<file path="src/rtl/simon_pkg.sv">
// Shared definitions for the Simon sequence controller: state encoding,
// GRYB bit positions and the LFSR feedback mask.
package simon_pkg;

  typedef enum logic [3:0] {
    IDLE     = 4'd0,
    ADD      = 4'd1,
    SHOW_ON  = 4'd2,
    SHOW_OFF = 4'd3,
    WAIT_IN  = 4'd4,
    GAP      = 4'd5,
    ECHO     = 4'd6,
    LOSE     = 4'd7,
    WIN      = 4'd8
  } state_t;

  localparam int BIT_G = 3;
  localparam int BIT_R = 2;
  localparam int BIT_Y = 1;
  localparam int BIT_B = 0;

  // Right-shifting Galois form of x^16 + x^14 + x^13 + x^11 + 1
  localparam logic [15:0] LFSR_TAPS = 16'hB400;

endpackage

</file>
<file path="src/rtl/simon_lfsr.sv">
// Free-running 16-bit Galois LFSR; exposes its low OUT_W bits.
module simon_lfsr
  import simon_pkg::*;
#(
  parameter logic [15:0] SEED  = 16'hACE1,
  parameter int          OUT_W = 2
) (
  input  logic             clk,
  input  logic             rst_n,
  output logic [OUT_W-1:0] value
);

  logic [15:0] lfsr;

  always_ff @(posedge clk) begin
    if (!rst_n) lfsr <= SEED;
    else        lfsr <= (lfsr >> 1) ^ (lfsr[0] ? LFSR_TAPS : 16'h0000);
  end

  assign value = lfsr[OUT_W-1:0];

endmodule

</file>
<file path="src/rtl/simon_seq_ctrl.sv">
// Simon game controller: grows a random pattern, plays it on the GRYB lights
// and checks player presses. Define SIMON_ECHO_EN to light each correct press.
module simon_seq_ctrl
  import simon_pkg::*;
#(
  parameter int          MAX_LEN       = 16,
  parameter int          ON_TICKS      = 50_000_000,
  parameter int          OFF_TICKS     = 25_000_000,
  parameter int          TIMEOUT_TICKS = 250_000_000,
  parameter logic [15:0] LFSR_SEED     = 16'hACE1
) (
  input  logic       clk,
  input  logic       rst_n,
  input  logic       start,
  input  logic [3:0] btn_in,
  output logic [3:0] btn_on,
  output logic [5:0] level,
  output logic       busy,
  output logic       game_over,
  output logic       win
);

  localparam int MAX_A = (ON_TICKS > OFF_TICKS) ? ON_TICKS : OFF_TICKS;
  localparam int MAX_T = (MAX_A > TIMEOUT_TICKS) ? MAX_A : TIMEOUT_TICKS;
  localparam int TW    = (MAX_T > 1) ? $clog2(MAX_T) : 1;
  localparam int AW    = (MAX_LEN > 1) ? $clog2(MAX_LEN) : 1;

  localparam logic [TW-1:0] ON_LD   = TW'(ON_TICKS - 1);
  localparam logic [TW-1:0] OFF_LD  = TW'(OFF_TICKS - 1);
  localparam logic [TW-1:0] TO_LD   = TW'(TIMEOUT_TICKS - 1);
  localparam logic [5:0]    MAX_LVL = 6'(MAX_LEN);

  state_t        state, state_nx, dec_state;
  logic [TW-1:0] timer, timer_nx, dec_timer;
  logic [5:0]    idx, idx_nx, dec_idx, level_nx;
  logic          blink, blink_nx;
  logic [1:0]    mem [MAX_LEN];
  logic [1:0]    rnd;
  logic [3:0]    exp_btn;

  simon_lfsr #(.SEED(LFSR_SEED), .OUT_W(2)) u_lfsr (
    .clk   (clk),
    .rst_n (rst_n),
    .value (rnd)
  );

  assign exp_btn = 4'b0001 << mem[idx[AW-1:0]];

  // Outcome of a correct press: next step, short gap before growing, or win.
  always_comb begin
    dec_state = WAIT_IN;
    dec_timer = TO_LD;
    dec_idx   = idx + 6'd1;
    if (idx == level - 6'd1) begin
      dec_idx   = idx;
      dec_state = (level == MAX_LVL) ? WIN : GAP;
      dec_timer = (level == MAX_LVL) ? ON_LD : OFF_LD;
    end
  end

  always_comb begin
    state_nx  = state;
    timer_nx  = timer;
    level_nx  = level;
    idx_nx    = idx;
    blink_nx  = blink;
    btn_on    = 4'h0;
    busy      = 1'b0;
    game_over = 1'b0;
    win       = 1'b0;
    case (state)
      IDLE: if (start) state_nx = ADD;
      ADD: begin
        busy     = 1'b1;
        level_nx = level + 6'd1;
        idx_nx   = '0;
        timer_nx = ON_LD;
        state_nx = SHOW_ON;
      end
      SHOW_ON: begin
        busy   = 1'b1;
        btn_on = exp_btn;
        if (timer == '0) begin
          state_nx = SHOW_OFF;
          timer_nx = OFF_LD;
        end else timer_nx = timer - TW'(1);
      end
      SHOW_OFF: begin
        busy = 1'b1;
        if (timer == '0) begin
          if (idx + 6'd1 == level) begin
            idx_nx   = '0;
            state_nx = WAIT_IN;
            timer_nx = TO_LD;
          end else begin
            idx_nx   = idx + 6'd1;
            state_nx = SHOW_ON;
            timer_nx = ON_LD;
          end
        end else timer_nx = timer - TW'(1);
      end
      WAIT_IN: begin
        blink_nx = 1'b1;
        // exp_btn is one-hot, so equality also rejects multi-bit presses
        if (btn_in != 4'h0) begin
          if (btn_in == exp_btn) begin
`ifdef SIMON_ECHO_EN
            state_nx = ECHO;
            timer_nx = ON_LD;
`else
            state_nx = dec_state;
            timer_nx = dec_timer;
            idx_nx   = dec_idx;
`endif
          end else state_nx = LOSE;
        end else if (timer == '0) state_nx = LOSE;
        else timer_nx = timer - TW'(1);
      end
`ifdef SIMON_ECHO_EN
      ECHO: begin
        busy     = 1'b1;
        btn_on   = exp_btn;
        blink_nx = 1'b1;
        if (timer == '0) begin
          state_nx = dec_state;
          timer_nx = dec_timer;
          idx_nx   = dec_idx;
        end else timer_nx = timer - TW'(1);
      end
`endif
      GAP: begin
        busy = 1'b1;
        if (timer == '0) state_nx = ADD;
        else             timer_nx = timer - TW'(1);
      end
      LOSE: begin
        btn_on    = 4'hF;
        game_over = 1'b1;
        if (start) begin
          level_nx = '0;
          state_nx = ADD;
        end
      end
      WIN: begin
        win    = 1'b1;
        btn_on = {4{blink}};
        if (timer == '0) begin
          blink_nx = ~blink;
          timer_nx = ON_LD;
        end else timer_nx = timer - TW'(1);
        if (start) begin
          level_nx = '0;
          state_nx = ADD;
        end
      end
      default: state_nx = IDLE;
    endcase
  end

  always_ff @(posedge clk) begin
    if (!rst_n) begin
      state <= IDLE;
      timer <= '0;
      level <= '0;
      idx   <= '0;
      blink <= 1'b0;
    end else begin
      state <= state_nx;
      timer <= timer_nx;
      level <= level_nx;
      idx   <= idx_nx;
      blink <= blink_nx;
    end
  end

  // Pattern memory needs no reset; every slot is written before it is read.
  always_ff @(posedge clk) begin
    if (state == ADD) mem[level[AW-1:0]] <= rnd;
  end

endmodule

</file>
<file path="config.mk">
export PLATFORM = sky130hd
export DESIGN_NAME = simon_seq_ctrl
export DESIGN_NICKNAME = d
export VERILOG_FILES = /design/src/rtl/simon_pkg.sv /design/src/rtl/simon_lfsr.sv /design/src/rtl/simon_seq_ctrl.sv
export SDC_FILE = /design/constraint.sdc
export NUM_CORES = 1
export LEC_CHECK = 0
export CAP_MARGIN = 20
export CORE_ASPECT_RATIO = 1.25
export CORE_MARGIN = 2
export CORE_UTILIZATION = 45
export DETAILED_ROUTE_END_ITERATION = 8
export MAX_ROUTING_LAYER = met4
export PLACE_DENSITY_LB_ADDON = 0.1
export SYNTH_ARGS = -nofsm -noshare
export SYNTH_HDL_FRONTEND = slang
export SYNTH_SLANG_ARGS = --single-unit
</file>
<file path="constraint.sdc">
create_clock -name clk -period 3.2 [get_ports clk]
set_input_delay 0.96 -clock clk [delete_from_list [all_inputs] [get_ports clk]]
set_output_delay 0.96 -clock clk [all_outputs]
set_load 0.02 [all_outputs]
</file>
# [Yosys cells after proc, flatten, opt, wreduce, memory -nomap -nowiden]
# Memories as Yosys holds them, arrays and structs flattened. A register that Yosys moved wholly into a read port is not among the register bits.
# Index checks and enable logic that the tools add are counted.
[classes] n_eq_ne=22 n_shift=1 n_reduce_logical=15 n_mux=40 add_sub_neg=4 n_bitwise=2
[ops] op="$mux W28" n=8
[ops] op="$pmux W28 S6" n=1
[ops] op="$mux W4" n=11
[ops] op="$mux W6" n=6
[ops] op="$logic_not A28 Y1" n=1
[ops] op="$sub A28 B1 Y28 const B" n=1
[ops] op="$mux W26" n=1
[ops] op="$pmux W4 S6" n=1
[ops] op="$pmux W6 S3" n=1
[ops] op="$mux W16" n=1
[ops] op="$xor A15 B16 Y16" n=1
[ops] op="$ne A2 B2 Y1 const B" n=7
[ops] op="$add A6 B1 Y6 const B" n=2
[ops] op="$eq A4 B3 Y1 const B" n=3
[ops] op="$eq A6 B6 Y1" n=2
[ops] op="$pmux W4 S3" n=1
[ops] op="$pmux W6 S2" n=1
[ops] op="$reduce_and A5 Y1" n=2
[ops] op="$eq A4 B2 Y1 const B" n=2
[ops] op="$eq A6 B5 Y1 const B" n=1
[ops] op="$mux W1" n=6
[ops] op="$ne A3 B3 Y1 const B" n=2
[ops] op="$reduce_and A2 Y1" n=3
[ops] op="$reduce_bool A6 Y1" n=1
[ops] op="16 further kinds" n=18
[word_totals] elab_cells=91 ramBits=32 in_bits=7 register_bits=61 out_inout_bits=13 n_memories=1
[memory_table] memory="mem" depth=16 width=2 read_ports=1 rd_ports_with_merged_regs=1 wr=1 line="simon_seq_ctrl.sv:37" text="logic [1:0] mem [MAX_LEN];"

# [Logic depth before layout (Yosys ltp)]
# Gate-level depths: netlist (run 1).
[depth] word_depth=8 ltp_mapped=12 depth_no_buf=12

# [Hierarchy]
# From an unflattened synthesis (run 1), not the netlist that was laid out.
[unflattened] cells_unflattened=556 hier_area_um2=5178.7
[modules_own_cells] module="simon_seq_ctrl" area_per_inst_um2=4710.8 n_inst=1 cells_per_inst=518 seq_area_each_um2=1941.9
[modules_own_cells] module="simon_lfsr" area_per_inst_um2=467.9 n_inst=1 cells_per_inst=38 seq_area_each_um2=320.3

# [Least setup slack after synthesis (run 1)]
# Ideal clock, no wire load.
[synth_timing] path_kind="reg-to-output" from="register with a tool-made name" to="output btn_on[0]" n_path_buf=1 stages_incl_launch_ff=7 required_ps=2240 arrival_ps=1991 slack_ps=249 cell_sequence="dfxtp_1 -> buf_6 -> mux4_2 -> a22o_1 -> nor2_1 -> nand2_1 -> o21ai_0"
[synth_lines] element="end: declaration" line="simon_seq_ctrl.sv:16" text="output logic [3:0] btn_on,"

==> results of run 1 <==
-- power by group through the flow --
stage / Combinational (W) / Sequential, W / Clock, W
2_1_floorplan: 0.00186 / 0.00160 / 0
3_3_place_gp: 0.00271 / 0.00165 / 0
3_5_place_dp: 0.00275 / 0.00165 / 0
4_1_cts: 0.00276 / 0.00163 / 0.00109
5_1_grt: 0.00309 / 0.00166 / 0.00115
6_report: 0.00278 / 0.00163 / 0.00108
-- through the flow --
stage | setup WS (ns) | TNS, ns | cell area (um2)
2_1_floorplan | 0.249 | 0 | 5380
3_3_place_gp | -0.117 | -0.490 | 6040
3_5_place_dp | -0.154 | -0.496 | 6040
4_1_cts | -0.0201 | -0.0201 | 6320
5_1_grt | -0.0229 | -0.0647 | 6340
6_report | 0.0675 | 0 | 6340
-- cell type report --
| cell class | instances | area (um2) |
|---|---|---|
| fill | 1103 | 5270 |
| timing repair buffer | 71 | 612 |
| sequential | 97 | 2260 |
| inverter | 14 | 52.6 |
| clock buffer | 10 | 239 |
| multi-input combinational | 461 | 2920 |
| tap | 161 | 201 |
| clock inverter | 6 | 57.6 |
-- cell usage in the layout, fill, tap and decap left out, drive strengths merged, types with 9 or more instances in the layout --
cell / netlist / routed
dfxtp: 65 / 65
nor2: 62 / 62
buf: 10 / 56
nand2: 48 / 48
a21oi: 48 / 48
o21ai: 43 / 43
edfxtp: 32 / 32
nor3: 29 / 29
and2: 22 / 22
inv: 14 / 19
nand2b: 16 / 16
clkdlybuf4s50: 0 / 15
nand3: 14 / 14
or3: 11 / 11
and3: 11 / 11
xor2: 10 / 10
xnor2: 10 / 10
clkbuf: 22 / 10
nor4: 9 / 9
-- worst max-delay path by stage --
stage	end	start	depth (start not counted)
2_1_floorplan	btn_on[0]	flop	6
3_3_place_gp	btn_on[0]	flop	8
3_5_place_dp	btn_on[2]	flop	8
4_1_cts	btn_on[2]	flop	8
5_1_grt	btn_on[2]	flop	8
6_report	btn_on[1]	flop	8
-- worst max-delay path: cells and delay by family, from the launching register on --
kind	cells	cell delay [ns]
AOI/OAI and AO/OA	2	0.29
and+or+nand+nor	2	0.27
DFF	1	0.34
muxes	1	0.49
buffers and inverters	3	0.42
-- cells by family after synthesis --
kind of cell / Yosys count
and+or+nand+nor: 255
AOI/OAI and AO/OA: 168
DFF: 97
buffers and inverters: 46
xor gates and xnor gates: 20
muxes: 10
adders and majority gates: 8
-- repair_timing --
action | 4_1_cts | 5_1_grt
gates resized for setup | 22 | 11
endpoints found under the setup margin | 4 | 29
pin swaps | 0 | 4
setup buffers | 0 | 1
-- routing by layer --
layer	share of wire, %	wire length [um]	up-vias
met1	41	5830	2265
li1	-	-	2331
met5	0	0	-
met3	3.4	487	38
met2	52	7490	101
met4	3.5	507	0
-- registers in the layout, summed over array words and instances (netlist names), named ones only --
name and flops:
u_lfsr.lfsr 16, idx 6, level 6, mem 32, timer 28, blink 1, state 4
==> flow_metrics.py, run 1 <==
metrics = {
    "status": {
        "status": "complete, no violations",
    },
    "power_and_ir_drop": {
        "switching_power_w": 0.00228,
        "p_total_w": 0.00549,
        "peakVddDrop_mv": 0.444,
        "power_leakage_nw": 2.40,
        "internal-power_w": 0.00321,
        "p_per_area_nw_per_um2": 865,
        "seqPwrFrac_pct": 29.7,
        "pwr-share-comb_pct": 50.6,
        "sw_frac_of_total_pct": 41.6,
        "clockPowerShare_pct": 19.7,
    },
    "floorplanning": {
        "rows": 44,
        "core_area_um2": 11600,
        "dieArea_um2": 12800,
        "ioPinCount": 20,
        "chipWidth_um": 102,
        "initial_core_util_pct": 46.3,
        "dieHeight_um": 126,
    },
    "grt": {
        "met1_usage_pct": 27.2,
        "grt_overflow_total": 0,
        "grt_util_all_layers_pct": 24.0,
        "grtUsageMet2_pct": 41.4,
        "grt_pass1_vias": 4681,
        "busiest_layer": "met2",
        "grt_pass1_wl_mm": 23.5,
        "use_met3_pct": 2.83,
        "grt_max_degree": 41,
        "antenna_found_initial": 0,
    },
    "job": {
        "maxCapViolCount": 0,
    },
    "sta": {
        "slew_headroom_pct": 42.5,
        "fmax_mhz": 319,
        "maxSlewViolCount": 0,
        "finalCritPeriodShare_pct": 97.9,
        "skew_ns": 0.00594,
        "rsz0062_at_grt": "true",
        "period_needed_ns": 3.13,
        "hold_ws_ns": 0.407,
        "hold_violations": 0,
        "report.final.setup_viol": 0,
        "worst_pin_slew_ns": 0.854,
    },
    "critical_path": {
        "cp_slowest_stage_delay_ns": 0.49,
        "slowest_stage": "mux4_2",
        "crit_fanout": 8,
        "crit_type": "flop to output pin",
        "r2r_slack_ns": 0.23,
        "arrival_ns": 2.17,
        "endpoint_kind": "output pin",
        "worstPathCellList": "buf_12, mux4_2, a22o_1, nor2_2, buf_6, or2_4, o21ai_1, buf_4",
        "start_kind": "flop",
        "crit_required_ns": 2.24,
        "r2r_cells": 11,
    },
    "detailed_routing": {
        "via_per_inst": 5.77,
        "drc": 0,
        "wl_per_cell_um": 17.5,
        "antenna_left": 0,
        "num_vias": 4735,
        "drt_iter0_markers": 316,
        "drt-total-wl_mm": 14.3,
        "first_pass_iters": 5,
    },
    "synthesis": {
        "ys.flop_type": "dfxtp_1",
        "synth_edf_count": 32,
        "synth_compound_area_share_pct": 20.8,
        "synth_cell_types": 73,
        "syn_area_um2": 5380,
        "ys_ff_latch": 97,
        "synth_most_common_cell": "dfxtp_1",
        "muxShareOfSynthArea_pct": 3.72,
        "yosysSeqAreaShare_pct": 42.1,
        "synth_top_area_cell": "dfxtp_1",
        "yosysTopAreaCellShare_pct": 24.2,
        "yosys-top-cells-count": "dfxtp_1 (65), nor2_1 (62), nand2_1 (48), a21oi_1 (47), o21ai_0 (42)",
        "async_reset_ff_share_pct": 0,
        "yosys.area_share.simple_pct": 24.6,
        "yosysWarnings": 0,
        "synth_top_family_by_area": "simple AND/OR/NAND/NOR gates",
        "syn_nets": 619,
        "avgSynthCellArea_um2": 8.90,
        "synth_adder_area_share_pct": 1.86,
        "yosys.area_share.xor_xnor_pct": 3.26,
        "synth_area_leaders": "dfxtp_1 (24%), edfxtp_1 (18%), a21oi_1 (4.4%)",
        "post_synth_inst_count": 604,
    },
    "layout": {
        "final_util_pct": 54.6,
        "nets": 669,
        "num_antenna_cells": 0,
        "areaGrowthSynthToFinish_pct": 18.0,
        "layout.cells.non_filler": 820,
        "drive_gt1_share_pct": 15.3,
    },
    "clock_network": {
        "clock-sinks": 97,
        "holdBufCountCts": 0,
        "cts_buffer_depth": 2,
        "clk_pin_slew_ns": 0.07,
        "cts_tree": "built",
        "numCtsBuffers": 9,
        "clock_latency_ns": 0.35,
        "cts-root-buf": "clkbuf_16",
        "htree_levels": 3,
    },
    "place": {
        "io_buffers": 19,
        "dp_hpwl_mm": 10.5,
        "globalplace.congestion": 0.894,
        "numPlacedInstances": 803,
    },
    "min_path": {
        "hold_path_class": "flop to flop",
        "worstHoldStart": "u_lfsr.lfsr[8]",
        "whs_endpoint": "u_lfsr.lfsr[7]",
        "hold_path_depth": 1,
    },
}
Power figures use the tool's default switching activity.
==> run 2, diff against run 1 <==
CELL_PAD_IN_SITES_DETAIL_PLACEMENT = 0   (was not set)
CELL_PAD_IN_SITES_GLOBAL_PLACEMENT = 1   (was not set)
==> run 2 against run 1 <==
Compared with the run above:
- first-iteration DRC count up 8.2%
- sequential share of layout area fell by 0.17 points
- critical path type unchanged
- register-to-register slack lost 0.06 ns
- count of clock-buffer cells in the layout rose by 1
- flip-flop and latch count is the same
- cell area grew 0.43%
- wire length is 3.5% higher
==> flow_metrics.py, run 2 (synthesis results as in run 1) <==
metrics = {
    "min_path": {
        "whs_endpoint": "u_lfsr.lfsr[5]",
        "worstHoldStart": "u_lfsr.lfsr[6]",
        "hold_path_class": "flop to flop",
        "hold_path_depth": 1,
    },
    "detailed_routing": {
        "num_vias": 4767,
        "drt-total-wl_mm": 14.8,
        "first_pass_iters": 5,
        "via_per_inst": 5.85,
        "drc": 0,
        "antenna_left": 0,
        "drt_iter0_markers": 342,
        "wl_per_cell_um": 18.2,
    },
    "sta": {
        "rsz0062_at_grt": "true",
        "finalCritPeriodShare_pct": 98.3,
        "fmax_mhz": 318,
        "report.final.setup_viol": 0,
        "setup_tns_ns": 0,
        "skew_ns": 0.00645,
        "hold_violations": 0,
        "slew_headroom_pct": 42.0,
        "setup_slack_ns": 0.0555,
        "hold_ws_ns": 0.410,
        "period_needed_ns": 3.14,
        "maxSlewViolCount": 0,
        "worst_pin_slew_ns": 0.861,
    },
    "clock_network": {
        "clk_pin_slew_ns": 0.07,
        "numCtsBuffers": 9,
        "cts_tree": "built",
        "clock_latency_ns": 0.34,
        "cts-root-buf": "clkbuf_16",
        "clock-sinks": 97,
        "postCtsSetupRepairBufs": 0,
        "cts_buffer_depth": 2,
        "htree_levels": 3,
    },
    "critical_path": {
        "crit_required_ns": 2.24,
        "arrival_ns": 2.18,
        "crit_fanout": 8,
        "r2r_slack_ns": 0.17,
        "r2r_cells": 11,
        "crit_type": "flop to output pin",
        "start_kind": "flop",
        "endpoint_kind": "output pin",
    },
    "floorplanning": {
        "ioPinCount": 20,
        "core_area_um2": 11600,
        "chipWidth_um": 102,
        "dieArea_um2": 12800,
        "dieHeight_um": 126,
        "rows": 44,
        "initial_core_util_pct": 46.3,
    },
    "power_and_ir_drop": {
        "peakVddDrop_mv": 0.473,
        "p_total_w": 0.00561,
        "power_leakage_nw": 2.39,
        "p_per_area_nw_per_um2": 881,
    },
    "layout": {
        "final_common_cell": "dfxtp_1",
        "num_antenna_cells": 0,
        "drive_gt1_share_pct": 15.4,
        "areaGrowthSynthToFinish_pct": 18.6,
        "nets": 664,
        "largest_reg_flops": 32,
        "final_util_pct": 54.9,
        "final_cell_mix": "dfxtp_1 (64), nor2_1 (60), nand2_1 (47), a21oi_1 (47), buf_4 (43)",
    },
    "place": {
        "globalplace.congestion": 0.926,
        "place_ws_ns": -0.167,
        "dp_hpwl_mm": 10.8,
        "io_buffers": 19,
    },
    "grt": {
        "grt_max_degree": 41,
        "grt_pass1_vias": 4623,
        "antenna_found_initial": 0,
        "grt_pass1_wl_mm": 24.3,
        "grt_overflow_total": 0,
        "grt_util_all_layers_pct": 24.9,
    },
    "job": {
        "maxCapViolCount": 0,
    },
    "status": {
        "status": "complete, no violations",
    },
}
[run 2: changes by cell type in the layout (fill, tap and decap cells not counted), moves of 2 or more]
cell,before,now
buf_6,1,4
buf_4,52,43
o21ai_1,5,2
o21ai_2,0,3
inv_8,4,2
[run 2: worst max path at each step]
| stage | from | to | slack (ns) | depth (start not counted) |
|---|---|---|---|---|
| 4_1_cts | flop | btn_on[3] | 0.01 | 8 |
| 3_3_place_gp | flop | btn_on[0] | -0.12 | 8 |
| 3_5_place_dp | flop | btn_on[2] | -0.17 | 8 |
| 2_1_floorplan | flop | btn_on[0] | 0.25 | 6 |
| 5_1_grt | flop | btn_on[3] | -0.04 | 8 |
| 6_report | flop | btn_on[2] | 0.06 | 7 |
[run 2: per-stage QoR]
stage	cells	instance area [um2]
6_report	815	6370
4_1_cts	815	6320
5_1_grt	815	6370
3_3_place_gp	799	6020
2_1_floorplan	604	5380
3_5_place_dp	799	6020
[run 2: cell type report]
| class | count | area, um2 |
|---|---|---|
| inverter | 14 | 52.6 |
| sequential | 97 | 2260 |
| clock inverter | 5 | 70.1 |
| tap | 161 | 201 |
| clock buffer | 11 | 243 |
| fill | 1084 | 5240 |
| multi-input combinational | 461 | 2940 |
| timing repair buffer | 66 | 598 |
[run 2: where the power goes]
part           internal, W  leakage (nW)  switching, W
registers          0.00145         0.834      0.000177
clock network     0.000643         0.154      0.000489
logic              0.00120          1.41       0.00166
total              0.00329          2.39       0.00232
[run 2: routing by layer]
layer | vias to the layer above | wire (um) | track usage [%]
met3 | 31 | 499 | 3.33
met2 | 117 | 7770 | 42.0
met5 | - | 0 | -
met4 | 0 | 469 | 9.22
li1 | 2318 | - | -
met1 | 2301 | 6080 | 30.0
[run 2: critical path, stage by stage, from the launching register on]
cell     delay, ns
dfxtp_2       0.34
buf_12        0.13
mux4_2        0.49
a22o_1        0.28
or2_1         0.29
nand2_1       0.08
o21ai_1       0.05
buf_4         0.18
[run 2: timing repair]
action / CTS / global route
setup endpoints to repair: 4 / 13
hold buffers: 0 / 0
pin swaps: 2 / 4
resized for setup: 24 / 18
